[src/rtl/pwm_duty_decoder.sv]
// ---------------------------------------------------------------------------
// pwm_duty_decoder
//
// Receive-side companion of the 8-bit PWM generator. Measures the high time
// and the period of an incoming PWM signal in prescaler ticks. The high time
// is reported as an 8-bit duty code, saturated at 255. With the generator's
// tick rate (DIV=19, one tick every 20 clk), a 256-tick frame decodes to the
// generator's own duty code.
//
// Parameters
//   DIV         prescaler terminal count; one tick every DIV+1 clk
//   TIMEOUT     ticks without a rising edge before a stuck report (2..511)
//
// Ports
//   clk         in   1  system clock
//   rst_n       in   1  asynchronous reset, active low
//   ena         in   1  block enable; low parks the block in IDLE
//   pwm_in      in   1  asynchronous PWM input
//   duty_out    out  8  high ticks of the last complete frame (sat. 255)
//   period_out  out  9  ticks of the last complete frame
//   valid       out  1  one-clk pulse when duty_out/period_out update
//   stuck       out  1  1 = last report was a timeout, not a frame
//
// Optional feature (compile-time macro)
//   PWM_DECODER_GLITCH_FILTER_EN
//     defined:   the tick sample only follows the synchronised input when it
//                has been identical for the sampled clk and the 2 clk before;
//                otherwise the previous sample is kept. Pulses shorter than
//                3 clk are ignored.
//     undefined: the tick sample is the synchronised input, unfiltered.
// ---------------------------------------------------------------------------
module pwm_duty_decoder #(
   parameter int DIV     = 19,
   parameter int TIMEOUT = 511
) (
   input  logic       clk,
   input  logic       rst_n,
   input  logic       ena,
   input  logic       pwm_in,
   output logic [7:0] duty_out,
   output logic [8:0] period_out,
   output logic       valid,
   output logic       stuck
);

   localparam int             QW     = (DIV < 1) ? 1 : $clog2(DIV + 1);
   localparam logic [QW-1:0]  Q_LAST = QW'(DIV);
   localparam logic [8:0]     TO_CNT = 9'(TIMEOUT);

   typedef enum logic [1:0] {
      IDLE = 2'd0,
      ARM  = 2'd1,
      MEAS = 2'd2
   } state_t;

   state_t        state;
   state_t        state_next;

   logic          sync1;
   logic          s;
   logic [QW-1:0] q;
   logic          tick;
   logic          smp;
   logic          smp_new;
   logic [1:0]    arm_wait;
   logic          rise;
   logic          timeout;
   logic [8:0]    per_cnt;
   logic [8:0]    hi_cnt;

   logic          frame_start;
   logic          frame_count;
   logic          frame_done;
   logic          stuck_done;

   // ------------------------------------------------------------------
   // Two-flop synchroniser for the asynchronous PWM input
   // ------------------------------------------------------------------
   always_ff @(posedge clk or negedge rst_n) begin
      if (!rst_n) begin
         sync1 <= 1'b0;
         s     <= 1'b0;
      end else begin
         sync1 <= pwm_in;
         s     <= sync1;
      end
   end

   // ------------------------------------------------------------------
   // Prescaler: 0..DIV, held at 0 in IDLE so the first tick after
   // arming comes immediately.
   // ------------------------------------------------------------------
   always_ff @(posedge clk or negedge rst_n) begin
      if (!rst_n) begin
         q <= '0;
      end else if (!ena || state == IDLE) begin
         q <= '0;
      end else if (q == Q_LAST) begin
         q <= '0;
      end else begin
         q <= q + QW'(1);
      end
   end

   assign tick = ena && (state != IDLE) && (q == '0);

   // ------------------------------------------------------------------
   // Tick sample, optionally glitch-filtered
   // ------------------------------------------------------------------
`ifdef PWM_DECODER_GLITCH_FILTER_EN
   logic s_d1;
   logic s_d2;

   always_ff @(posedge clk or negedge rst_n) begin
      if (!rst_n) begin
         s_d1 <= 1'b0;
         s_d2 <= 1'b0;
      end else begin
         s_d1 <= s;
         s_d2 <= s_d1;
      end
   end

   // Follow s only when it has been stable for three consecutive clk.
   assign smp_new = ((s == s_d1) && (s == s_d2)) ? s : smp;
`else
   assign smp_new = s;
`endif

   // In IDLE the sample tracks the input every clk, so arming never sees a
   // stale low level from before the block was disabled.
   always_ff @(posedge clk or negedge rst_n) begin
      if (!rst_n) begin
         smp <= 1'b0;
      end else if (state == IDLE || tick) begin
         smp <= smp_new;
      end
   end

   // The first two ticks after arming only prime the sample. Right after
   // reset the synchroniser still carries its reset zeros, and a high
   // input would otherwise look like a rise in the middle of a frame and
   // produce a partial first report.
   always_ff @(posedge clk or negedge rst_n) begin
      if (!rst_n) begin
         arm_wait <= 2'd2;
      end else if (state == IDLE) begin
         arm_wait <= 2'd2;
      end else if (tick && arm_wait != 2'd0) begin
         arm_wait <= arm_wait - 2'd1;
      end
   end

   // A rise is decided on the tick that samples the new high level.
   // A rise on the same tick as the timeout takes priority.
   assign rise    = tick && smp_new && !smp && (arm_wait == 2'd0);
   assign timeout = tick && !rise && (state == MEAS) && (per_cnt == TO_CNT);

   // ------------------------------------------------------------------
   // FSM: state register
   // ------------------------------------------------------------------
   always_ff @(posedge clk or negedge rst_n) begin
      if (!rst_n) begin
         state <= IDLE;
      end else begin
         state <= state_next;
      end
   end

   // ------------------------------------------------------------------
   // FSM: next state
   // ------------------------------------------------------------------
   always_comb begin
      state_next = state;
      if (!ena) begin
         state_next = IDLE;
      end else begin
         case (state)
            IDLE:    state_next = ARM;
            ARM:     if (rise) state_next = MEAS;
            MEAS:    if (timeout) state_next = ARM;
            default: state_next = IDLE;
         endcase
      end
   end

   // ------------------------------------------------------------------
   // FSM: control outputs
   // ------------------------------------------------------------------
   always_comb begin
      frame_start = 1'b0;
      frame_count = 1'b0;
      frame_done  = 1'b0;
      stuck_done  = 1'b0;
      case (state)
         ARM: begin
            frame_start = rise;
         end
         MEAS: begin
            if (rise) begin
               frame_done  = 1'b1;
               frame_start = 1'b1;
            end else if (timeout) begin
               stuck_done  = 1'b1;
            end else begin
               frame_count = tick;
            end
         end
         default: begin
         end
      endcase
   end

   // ------------------------------------------------------------------
   // Frame counters. The rise tick itself counts as one high tick and one
   // period tick. TIMEOUT caps per_cnt and hi_cnt never exceeds per_cnt,
   // so neither can wrap.
   // ------------------------------------------------------------------
   always_ff @(posedge clk or negedge rst_n) begin
      if (!rst_n) begin
         per_cnt <= 9'd0;
         hi_cnt  <= 9'd0;
      end else if (frame_start) begin
         per_cnt <= 9'd1;
         hi_cnt  <= 9'd1;
      end else if (frame_count) begin
         per_cnt <= per_cnt + 9'd1;
         if (smp_new) begin
            hi_cnt <= hi_cnt + 9'd1;
         end
      end
   end

   // ------------------------------------------------------------------
   // Report registers; they hold between reports and while disabled.
   // ------------------------------------------------------------------
   always_ff @(posedge clk or negedge rst_n) begin
      if (!rst_n) begin
         duty_out   <= 8'd0;
         period_out <= 9'd0;
         valid      <= 1'b0;
         stuck      <= 1'b0;
      end else begin
         valid <= 1'b0;
         if (frame_done) begin
            duty_out   <= hi_cnt[8] ? 8'hFF : hi_cnt[7:0];
            period_out <= per_cnt;
            stuck      <= 1'b0;
            valid      <= 1'b1;
         end else if (stuck_done) begin
            // Constant level: report the level as 0 % or 100 % duty.
            duty_out   <= smp_new ? 8'hFF : 8'h00;
            period_out <= 9'd0;
            stuck      <= 1'b1;
            valid      <= 1'b1;
         end
      end
   end

endmodule

[config.mk]
export PLATFORM = sky130hd
export DESIGN_NAME = pwm_duty_decoder
export DESIGN_NICKNAME = d
export VERILOG_FILES = /design/src/rtl/pwm_duty_decoder.sv
export SDC_FILE = /design/constraint.sdc
export NUM_CORES = 1
export LEC_CHECK = 0
export ABC_AREA = 0
export CORE_ASPECT_RATIO = 2
export CORE_MARGIN = 1
export CORE_UTILIZATION = 60
export CTS_CLUSTER_SIZE = 28
export DETAILED_ROUTE_END_ITERATION = 16
export HOLD_SLACK_MARGIN = 0.06
export PLACE_DENSITY = 0.83
export SYNTH_ARGS = -nofsm -noshare
export SYNTH_HDL_FRONTEND = slang
export SYNTH_SLANG_ARGS = --single-unit
[constraint.sdc]
create_clock -name clk -period 5.6 [get_ports clk]
set_clock_uncertainty 0.2 [all_clocks]
set_input_delay 0.56 -clock clk [delete_from_list [all_inputs] [get_ports clk]]
set_output_delay 0.56 -clock clk [all_outputs]
set_load 0.03 [all_outputs]
==> qor_table.md <==
| Metric | This run | Unit |
|:---|:---|:---|
| Half-perimeter wire length after detailed placement | 3.55 | mm |
| Avg WL per Cell | 15.8 | um |
| Area growth syn-to-layout | 13.1 | % |
| Worst ir drop on vdd | 0.265 | mV |
| Number of synthesized flops with an enable pin | 0 | - |
| Share of Yosys cell area claimed by the top area cell type | 49.1 | % |
| Net Sw Power | 0.000278 | W |
| Critical setup path kind | reg2reg | - |
| Switching Share | 33.2 | % |
| Clock network power share | 24.0 | % |
| Least-Margin Pin Slew | 1.06 | ns |
| Clock-pin slew reported for the worst setup and hold paths after clock tree synthesis | 0.09 | ns |
| Pins over their slew limit | 0 | - |
| Critical Path End Type | register | - |
| Internal Pwr Total | 0.000560 | W |
| Setup TNS | 0 | ns |
| # rows | 32 | - |
| I/O pin cnt | 23 | - |
| Proportion of register bits with asynchronous set or reset after synthesis | 100 | % |
| Number of setup buffers added after CTS | 0 | - |
| Sequential power share | 51.3 | % |
| Total power after layout | 0.000838 | W |
| Filler instances | 297 | - |
| CTS Buf Count | 5 | - |
| Highest clock frequency the design can meet | 0.359 | GHz |
| Number of instances in the synthesized netlist | 236 | - |
| Number of nets in the synthesized netlist | 250 | - |
| Die boundary height | 92.3 | um |
| Type of the worst min-delay path | reg2reg | - |
| Most numerous cell types in the synthesized netlist | dfrtp_1, nand2_1, inv_1, a21oi_1, nand3_1 | - |
| Buffer type at the clock tree root | clkbuf_8 | - |
| Cell variety after synth | 43 | - |
| RSZ-0062 raised after global routing | false | - |
| Fraction of final layout cells with drive strength greater than 1 | 6.23 | % |
| Most used flip-flop cell after synthesis | dfrtp_1 | - |
| Critical-path top delay cell | dfrtp_1 | - |
| Post-cts gate resize count | 0 | - |
| Leakage component of the power | 1.23 | nW |
| Chip Width | 47.2 | um |
| Final Wtd Congestion | 0.841 | - |
| Cell with the most instances after synthesis | dfrtp_1 | - |
| Sort of element at the start of the critical path | register | - |
| Count of yosys warnings during synthesis | 0 | - |
| Time the final worst path needs with I/O delays and setup | 2.78 | ns |
| Vias in the first global route | 1884 | - |
| Utilization after layout | 71.3 | % |
| Average cell area after synthesis | 10.4 | sq um |
| Remaining antenna violation count after routing | 0 | - |
| Run status | completed | - |
| Dominant cells by area after synthesis | dfrtp_1, ha_1, a22o_1 | - |
| Vias per cell | 6.08 | - |
| Clock network latency to the later pin of the worst-skew pair | 0.30 | ns |
| Slowest stage delay, CP | 0.47 | ns |
| Effective utilization at floorplan | 63.0 | % |
| Residual overflow from global routing | 0 | - |
| Library cell with the largest summed area after synthesis | dfrtp_1 | - |
| Pre-Repair DR Iteration Count | 4 | - |
| Hold Slack | 0.160 | ns |
| Combined area of all synthesized cells | 2450 | sq um |
| Final setup slack of the worst path | 2.82 | ns |
| Number of port buffers | 22 | - |
| Clock tree buffer depth | 2 | - |
| Antenna violations before repair | 0 | - |
| Sequential-to-total area share from yosys stat | 50.1 | % |
| Vias | 1872 | - |
| Pin count of the biggest net entering global routing | 50 | - |
| Register bit count reported by yosys | 49 | - |
| Global-route usage over all layers | 26.5 | % |
| Total number of H-tree levels | 2 | - |
| Worst max-slew margin expressed relative to the limit | 29.5 | % |
| Total detailed-routing wirelength | 4.88 | mm |
| Ant diodes | 0 | - |
| Wire length of the first global-routing pass | 8.28 | mm |
| Arrival time at the worst endpoint | 2.77 | ns |
| TritonCTS clock tree | done | - |
| 1st-iter DRT viols | 44 | - |
| Req. time, crit path | 5.58 | ns |
| TritonCTS sink count | 49 | - |
| Power density over the cells | 303 | nW/um^2 |
| Final number of setup-violating endpoints | 0 | - |
| Highest fanout seen on the critical path | 18 | - |
| Family with the most delay on the worst path | simple AND/OR/NAND/NOR gates | - |
| Area of the die | 4360 | sq um |
| Max-cap viol count | 0 | - |
| Pre-CTS WS | 2.49 | ns |
| Sequence of cells on the critical path | nand4_1 > or2_2 > nor2_1 > ha_1 > nand2b_1 > nand2_2 > a22o_1 | - |
| Post-detailed-route DRC marker count | 0 | - |
| Combinational Power Share | 24.7 | % |
| Register-to-register setup slack | 2.82 | ns |
| Area of the core region | 3880 | sq um |
| Number of buffers inserted by hold repair at cts | 0 | - |
| Final number of hold-violating endpoints | 0 | - |
| Period Utilization, post-route | 49.7 | % |
| Net count reported at finish | 270 | - |
| Buf+Inv Stages, Crit Path | 0 | - |
[cell type report]
cell class	count	area, sq um	area share [%]
repair buffers	22	215	7.77
flip-flops and latches	49	1230	44.3
inverters	14	52.6	1.90
multi-input cells	164	1120	40.6
clock inverters	3	17.5	0.633
well taps	51	63.8	2.30
clock buffers	5	68.8	2.49
[cell usage in the layout, fill, tap and decap left out, types with 9 or more instances in the layout]
master,instances
ha_1,10
nor3_1,11
a22o_1,11
dfrtp_1,48
a21oi_1,13
inv_1,14
nor2_1,9
clkdlybuf4s50_1,21
nand2_1,17
nand3_1,13
[state kept, by name, summed over array words and instances, names as in the netlist]
signal,cells
arm_wait,2
duty_out,8
hi_cnt,9
per_cnt,9
period_out,9
q,5
s,1
smp,1
state,2
stuck,1
sync1,1
valid,1
[worst reg2reg max path: stages, from the launching register on]
cell	delay, ns
dfrtp_1	0.47
nand4_1	0.18
or2_2	0.34
nor2_1	0.12
ha_1	0.29
nand2b_1	0.42
nand2_2	0.33
a22o_1	0.32
[per-stage QoR]
step                      area, sq um  cells
after floorplan                  2450    236
after detailed placement         2680    300
after CTS                        2770    308
final                            2770    308
after global routing             2770    308
after global placement           2680    300
[final timing paths]
| check | from | endpoint | cells after the start |
|---|---|---|---|
| max | per_cnt[2] | period_out[3] | 7 |
| min | sync1 | s | 0 |
| max reg2reg | per_cnt[2] | period_out[3] | 7 |
| min reg2reg | sync1 | s | 0 |
| max in group asynchronous | rst_n | per_cnt[3] | 1 |
| min in group asynchronous | rst_n | hi_cnt[3] | 1 |
[per-layer routing]
metal,up-vias,part of all wire [%],global-route usage (%)
li1,902,-,-
met1,918,38,29.4
met2,42,57,46.5
met3,10,2.6,3.51
met4,0,2.4,12.1
met5,-,0,0
[power groups by stage]
stage / clock, W / combinational [W] / sequential [W]
floorplan: 0 / 0.000153 / 0.000431
global placement: 0 / 0.000199 / 0.000433
detailed placement: 0 / 0.000207 / 0.000435
CTS: 0.000207 / 0.000208 / 0.000428
global route: 0.000222 / 0.000233 / 0.000435
finish: 0.000202 / 0.000207 / 0.000430
[kinds of logic after synthesis]
family,share of synthesized area [%]
flops,50.1
mux,3.73
fa+ha+maj,5.11
xor+xnor,0.716
buf+inv,3.99
compound gates,14.9
simple gates,21.4
Power figures use the tool's default switching activity.
